`src/rtl/seq_detect_sched_pkg.sv`:
```
// seq_detect_pkg: shared types and constants for the round-robin pattern-detector scheduler.
package seq_detect_pkg;

    typedef enum logic [1:0] {
        EMPTY   = 2'd0,
        FILLING = 2'd1,
        PRIMED  = 2'd2
    } fill_state_t;

    // Wide enough for any PAT_LEN up to 8; the top slices off what it needs.
    localparam logic [7:0] DEF_PATTERN = 8'b0000_0101;

    function automatic int chw(input int n);
        return (n > 1) ? $clog2(n) : 1;
    endfunction

endpackage

```
`src/rtl/seq_detect_sched_if.sv`:
```
// seq_detect_sched_if: request/config/result signals of the scheduler; master drives requests, slave is the block.
interface seq_detect_sched_if
    import seq_detect_pkg::*;
#(
    parameter int NCH     = 4,
    parameter int PAT_LEN = 3
);
    localparam int CW = chw(NCH);

    logic               cfg_load;
    logic [PAT_LEN-1:0] cfg_pattern;
    logic [NCH-1:0]     req_valid;
    logic [NCH-1:0]     req_bit;
    logic [NCH-1:0]     req_ready;
    logic               det_valid;
    logic [CW-1:0]      det_ch;
    logic               det_hit;
    logic               busy;

    modport master (
        output cfg_load, cfg_pattern, req_valid, req_bit,
        input  req_ready, det_valid, det_ch, det_hit, busy
    );

    modport slave (
        input  cfg_load, cfg_pattern, req_valid, req_bit,
        output req_ready, det_valid, det_ch, det_hit, busy
    );

endinterface

```
`src/rtl/seq_detect_sched_rr_arbiter.sv`:
```
// rr_arbiter: one-hot round-robin grant starting after the last accepted channel.
module rr_arbiter
    import seq_detect_pkg::*;
#(
    parameter int NCH = 4,
    localparam int CW = chw(NCH)
) (
    input  logic           i_clk,
    input  logic           i_rst,
    input  logic [NCH-1:0] i_req,
    input  logic           i_block,
    output logic [NCH-1:0] o_grant,
    output logic [CW-1:0]  o_idx
);

    logic [CW-1:0] r_ptr;

    always_comb begin : search
        logic          found;
        logic [CW-1:0] j;
        o_grant = '0;
        o_idx   = '0;
        found   = 1'b0;
        j       = '0;
        for (int k = 0; k < NCH; k++) begin
            j = CW'((int'(r_ptr) + k) % NCH);
            if (!found && !i_block && i_req[j]) begin
                found      = 1'b1;
                o_grant[j] = 1'b1;
                o_idx      = j;
            end
        end
    end

    always_ff @(posedge i_clk or posedge i_rst) begin
        if (i_rst)
            r_ptr <= '0;
        else if (|o_grant)
            r_ptr <= (o_idx == CW'(NCH - 1)) ? '0 : o_idx + 1'b1;
    end

endmodule

```
`src/rtl/seq_detect_sched.sv`:
```
// seq_detect_sched: round-robin sharing of one serial pattern detector across NCH bit streams.
// Optional HIT_COUNT_EN adds per-channel saturating hit counters read via cnt_sel/cnt_value.
module seq_detect_sched
    import seq_detect_pkg::*;
#(
    parameter int                 NCH       = 4,
    parameter int                 PAT_LEN   = 3,
    parameter logic [PAT_LEN-1:0] PAT_RESET = DEF_PATTERN[PAT_LEN-1:0]
) (
    input  logic                 clock,
    input  logic                 reset,
    seq_detect_sched_if.slave    bus
`ifdef HIT_COUNT_EN
    ,
    input  logic [chw(NCH)-1:0]  cnt_sel,
    output logic [7:0]           cnt_value
`endif
);

    localparam int CW = chw(NCH);
    localparam int FW = $clog2(PAT_LEN + 1);

    logic [PAT_LEN-1:0] r_pattern;
    logic [PAT_LEN-1:0] r_hist [NCH];
    logic [PAT_LEN-1:0] w_hist_nxt [NCH];
    logic [FW-1:0]      r_fill [NCH];
    logic [FW-1:0]      w_fill_nxt [NCH];
    fill_state_t        r_state [NCH];
    fill_state_t        w_state_nxt [NCH];
    logic [NCH-1:0]     w_grant;
    logic [CW-1:0]      w_idx;
    logic               w_xfer;
    logic               w_hit;
    logic               r_det_valid;
    logic [CW-1:0]      r_det_ch;
    logic               r_det_hit;

    // Reset is folded into the block input so the grant is zero while reset is held.
    rr_arbiter #(.NCH(NCH)) u_arb (
        .i_clk   (clock),
        .i_rst   (reset),
        .i_req   (bus.req_valid),
        .i_block (reset | bus.cfg_load),
        .o_grant (w_grant),
        .o_idx   (w_idx)
    );

    assign w_xfer = |w_grant;

    always_comb begin
        for (int i = 0; i < NCH; i++) begin
            w_hist_nxt[i]  = r_hist[i];
            w_fill_nxt[i]  = r_fill[i];
            w_state_nxt[i] = r_state[i];
            if (bus.cfg_load) begin
                w_hist_nxt[i]  = '0;
                w_fill_nxt[i]  = '0;
                w_state_nxt[i] = EMPTY;
            end else if (w_grant[i]) begin
                w_hist_nxt[i]  = {r_hist[i][PAT_LEN-2:0], bus.req_bit[i]};
                w_fill_nxt[i]  = (r_state[i] == PRIMED) ? r_fill[i] : r_fill[i] + 1'b1;
                w_state_nxt[i] = (r_state[i] == PRIMED || r_fill[i] == FW'(PAT_LEN - 1)) ? PRIMED : FILLING;
            end
        end
    end

    assign w_hit = (w_hist_nxt[w_idx] == r_pattern) && (w_state_nxt[w_idx] == PRIMED);

    always_ff @(posedge clock or posedge reset) begin
        if (reset) begin
            r_pattern   <= PAT_RESET;
            r_det_valid <= 1'b0;
            r_det_ch    <= '0;
            r_det_hit   <= 1'b0;
            for (int i = 0; i < NCH; i++) begin
                r_hist[i]  <= '0;
                r_fill[i]  <= '0;
                r_state[i] <= EMPTY;
            end
        end else begin
            if (bus.cfg_load)
                r_pattern <= bus.cfg_pattern;
            for (int i = 0; i < NCH; i++) begin
                r_hist[i]  <= w_hist_nxt[i];
                r_fill[i]  <= w_fill_nxt[i];
                r_state[i] <= w_state_nxt[i];
            end
            r_det_valid <= w_xfer;
            if (w_xfer) begin
                r_det_ch  <= w_idx;
                r_det_hit <= w_hit;
            end
        end
    end

`ifdef HIT_COUNT_EN
    logic [7:0] r_cnt [NCH];

    always_ff @(posedge clock or posedge reset) begin
        if (reset) begin
            for (int i = 0; i < NCH; i++)
                r_cnt[i] <= '0;
        end else if (bus.cfg_load) begin
            for (int i = 0; i < NCH; i++)
                r_cnt[i] <= '0;
        end else if (w_xfer && w_hit && r_cnt[w_idx] != 8'hFF) begin
            r_cnt[w_idx] <= r_cnt[w_idx] + 8'd1;
        end
    end

    assign cnt_value = r_cnt[cnt_sel];
`endif

    assign bus.req_ready = w_grant;
    assign bus.det_valid = r_det_valid;
    assign bus.det_ch    = r_det_ch;
    assign bus.det_hit   = r_det_hit;
    assign bus.busy      = |bus.req_valid;

endmodule
```
`src/flat_wrapper.sv`:
```
// flat-port wrapper written by rule: the top's interface ports become plain ports
module seq_detect_sched_flat import seq_detect_pkg::*;
#(
    parameter int                 NCH       = 4,
    parameter int                 PAT_LEN   = 3,
    parameter logic [PAT_LEN-1:0] PAT_RESET = DEF_PATTERN[PAT_LEN-1:0]
)
  (clock, reset, bus_cfg_load, bus_cfg_pattern, bus_req_valid, bus_req_bit, bus_req_ready, bus_det_valid, bus_det_ch, bus_det_hit, bus_busy);
  seq_detect_sched_if #(.NCH(NCH), .PAT_LEN(PAT_LEN)) bus_i ();
  input  logic clock;
  input  logic reset;
  input wire logic [$bits(bus_i.cfg_load)-1:0] bus_cfg_load;
  input wire logic [$bits(bus_i.cfg_pattern)-1:0] bus_cfg_pattern;
  input wire logic [$bits(bus_i.req_valid)-1:0] bus_req_valid;
  input wire logic [$bits(bus_i.req_bit)-1:0] bus_req_bit;
  output wire logic [$bits(bus_i.req_ready)-1:0] bus_req_ready;
  output wire logic [$bits(bus_i.det_valid)-1:0] bus_det_valid;
  output wire logic [$bits(bus_i.det_ch)-1:0] bus_det_ch;
  output wire logic [$bits(bus_i.det_hit)-1:0] bus_det_hit;
  output wire logic [$bits(bus_i.busy)-1:0] bus_busy;
  assign bus_i.cfg_load = bus_cfg_load;
  assign bus_i.cfg_pattern = bus_cfg_pattern;
  assign bus_i.req_valid = bus_req_valid;
  assign bus_i.req_bit = bus_req_bit;
  assign bus_req_ready = bus_i.req_ready;
  assign bus_det_valid = bus_i.det_valid;
  assign bus_det_ch = bus_i.det_ch;
  assign bus_det_hit = bus_i.det_hit;
  assign bus_busy = bus_i.busy;
  seq_detect_sched #(.NCH(NCH), .PAT_LEN(PAT_LEN), .PAT_RESET(PAT_RESET)) u_core (.clock(clock), .reset(reset), .bus(bus_i));
endmodule
```
`config.mk`:
```
export PLATFORM = sky130hd
export DESIGN_NAME = seq_detect_sched_flat
export DESIGN_NICKNAME = d
export VERILOG_FILES = /design/src/rtl/seq_detect_sched_pkg.sv /design/src/rtl/seq_detect_sched_if.sv /design/src/rtl/seq_detect_sched_rr_arbiter.sv /design/src/rtl/seq_detect_sched.sv /design/src/flat_wrapper.sv
export SDC_FILE = /design/constraint.sdc
export NUM_CORES = 1
export LEC_CHECK = 0
export ABC_CLOCK_PERIOD_IN_PS = 6000
export CAP_MARGIN = 10
export CORE_UTILIZATION = 61
export DETAILED_ROUTE_END_ITERATION = 7
export PLACE_DENSITY = 0.88
export SLEW_MARGIN = 25
export SYNTH_ARGS = -nofsm -noshare
export SYNTH_HDL_FRONTEND = slang
export SYNTH_HIERARCHICAL = 1
export SYNTH_SLANG_ARGS = --single-unit
```
`constraint.sdc`:
```
create_clock -name clock -period 6 [get_ports clock]
set_input_delay 1.2 -clock clock [delete_from_list [all_inputs] [get_ports clock]]
set_output_delay 1.2 -clock clock [all_outputs]
set_load 0.05 [all_outputs]
```
==> out/results.ini <==
[status]
outcome = finished clean

[critical_path]
crit_path_cell_trace = clkdlybuf4s50_1 -> nor2b_1 -> mux4_2 -> a22oi_1 -> nor2_1 -> a221oi_1 -> nor2_1 -> buf_4 -> clkdlybuf4s50_1
worstSetupPathType = input port to output port
crit_path_top_delay_cell = clkdlybuf4s50_1
cp-start-kind = input port
end_kind = output port
critPathMaxFanout = 11
cpPeakStageDelay_ps = 710
cp.arrival_ps = 3910
cp.required_ps = 4800

[sta]
drv_slew = 0
relSlewSlack = 0.3959
rsz0062_at_grt = false
finalCritPeriodShare = 0.8509
timing.hold.ws_ps = 482.5
fmax_mhz = 195.9
fin_tns_setup_ps = 0
post-route-min-period_ps = 5105
hold_viol = 0
setup-violations-final = 0
tightest_slew_ps = 897.9
skew_ps = 4.990

[final_layout]
nets = 287
drive_gt1_frac = 0.1221
fin_util = 0.7256
diodes = 0
syn_to_final_growth_pct = 13.35

[clock_tree]
post_cts_buffers = 0
clockBufferDepth = 2
clock_latency_ps = 290
hold_buffers = 0
cts-resized-gates = 0
cts_root_buffer = clkbuf_8
htree_levels = 2
clk_transition_reported_paths_ps = 70
numCtsBuffers = 5
cts_tree = yes
clock-sinks = 37

[synthesis]
ys_top_cells_by_area = dfrtp_1 37%, mux2i_1 7.3%, ha_1 6.4%
synth_area_leader_cell = dfrtp_1
syn-cell-area_um2 = 2343
synth_edf_count = 0
ys.flop_type = dfrtp_1
yosys.area.top_type_share = 0.3737
synth.most_common_cell = nor2_1
synth_commonest_cells = 37 x nor2_1, 35 x dfrtp_1, 17 x inv_1, 17 x mux2i_1, 17 x nand2_1
synth-seq-area-share = 0.3962
ys_warn_count = 6
synth-seq-cells = 37
ys_types = 42
postSynthAreaPerCell_um2 = 9.888
async_flop_share = 1.000
synth_nets = 263
syn_inst = 237

[floorplanning]
die_h_um = 63.98
initial_core_util = 0.6401
ios = 23
die_area_um2 = 4093
fp.coreArea_um2 = 3661
die_w_um = 63.98
rows = 22

[place]
place.gp.congestion = 0.8382
portBuffers = 22
post-dp-hpwl_mm = 3.381

[global_routing]
grt_max_degree = 37
grt_pass1_wl_mm = 8.190
antenna_found_initial = 0
grtUsageTotal = 0.2648
gr-total-overflow = 0
grt_pass1_vias = 1758

[detailed_routing]
via_per_inst = 5.810
num_vias = 1801
routedWlPerCell_um = 15.31
totalWireLength_mm = 4.746
detail-route-antenna-nets = 0
first_iter_violations = 166
dr.pass1.iters = 4
drc = 0

[power]
clkPwrFrac = 0.164
p_leak_nw = 1.095
comb_power_share = 0.516
ir_drop_v = 0.0002368
power_mw = 1.015
power.density_nw_per_um2 = 382.2
seqPwrFrac = 0.319
intPower_mw = 0.5886
p_sw_mw = 0.4267
p_sw_frac = 0.4203

[worst_hold_path]
holdCritPathClass = flip-flop to flip-flop

[job]
cap_violations = 0

==> critical path, delay by kind of cell <==
family	cells	cell delay, ps
buffers and inverters	3	1430
AND/OR/NAND/NOR	3	320
multiplexers	1	540
AO/OA/AOI/OAI	2	420
==> metrics by stage <==
step           setup WS [ps]  area, um2  std cells
6_report               894.7       2656        310
5_1_grt                752.2       2656        310
4_1_cts                908.2       2656        310
3_5_place_dp           905.7       2574        302
3_3_place_gp           930.9       2574        302
2_1_floorplan           1625       2344        237
==> logic make-up (layout without fill, tap and decap cells) <==
| logic type | count (synthesis) | count (layout) | share of synthesized area |
|---|---|---|---|
| and+or+nand+nor | 81 | 81 | 0.1644 |
| adders and majority gates | 12 | 12 | 0.06407 |
| AOI/OAI and AO/OA | 44 | 44 | 0.1393 |
| buffers and inverters | 29 | 54 | 0.07101 |
| muxes | 26 | 26 | 0.1351 |
| DFF | 37 | 37 | 0.3962 |
| xor gates and xnor gates | 8 | 8 | 0.02990 |
==> per-layer routing <==
layer,global-route usage,routed length (um)
met4,0.1023,57
met1,0.3380,2121
met3,0.05000,197
met5,0,0
met2,0.4428,2368
==> area by class of cell <==
type / instances / area [um2]
fillers: 274 / 1005
flip-flops and latches: 37 / 928.4
multi-input cells: 171 / 1249
clock inverters: 2 / 10.01
repair buffers: 29 / 272.8
clock buffers: 6 / 72.57
inverters: 17 / 63.81
well taps: 48 / 60.06
==> path summary, 6_finish.rpt <==
check | slack, ps | to | cells past startpoint | start
setup / recovery | 890 | bus_req_ready[1] | 9 | bus_req_valid[2]
hold / removal | 480 | u_core/bus.det_ch[0] | 2 | u_core/bus.det_ch[0]
setup reg to reg | 1530 | u_core/bus.det_hit | 10 | flip-flop
hold reg to reg | 480 | u_core/bus.det_ch[0] | 2 | u_core/bus.det_ch[0]
max in group asynchronous | 4280 | u_core/r_pattern[0] | 3 | reset
min in group asynchronous | 1130 | async pin | 2 | reset
==> state kept, by name, summed over array words and instances (netlist names), named ones only <==
signal,count
u_core/r_hist,12
u_core/r_fill,8
u_core/r_state,8
u_core/r_pattern,3
u_core/bus.det_ch,2
u_core/bus.det_hit,1
u_core/bus.det_valid,1
u_core/u_arb/r_ptr,1
==> placed cells by master, fill, tap and decap left out, types with 3 or more instances in the layout <==
cell / instances
or4_1: 3
clkbuf_8: 5
a21oi_1: 13
nand3_1: 3
xnor2_1: 8
dfrtp_1: 35
nand2_1: 17
a221oi_1: 4
ha_1: 12
mux2i_1: 17
mux2_2: 5
nand2b_1: 5
clkdlybuf4s50_1: 22
a211oi_1: 4
nor2_1: 37
nor2b_1: 4
inv_1: 17
a22oi_1: 7
a31oi_1: 4
mux4_2: 4
buf_4: 7
==> power by group through the flow <==
| stage | Sequential (mW) | Clock [mW] | Combinational, mW |
|---|---|---|---|
| after global placement | 0.328 | 0 | 0.516 |
| after global routing | 0.332 | 0.183 | 0.578 |
| after CTS | 0.325 | 0.173 | 0.522 |
| after floorplan | 0.344 | 0 | 0.413 |
| after detailed placement | 0.330 | 0 | 0.521 |
| final | 0.324 | 0.167 | 0.524 |
Note: power is estimated with default switching activity, not from simulation.
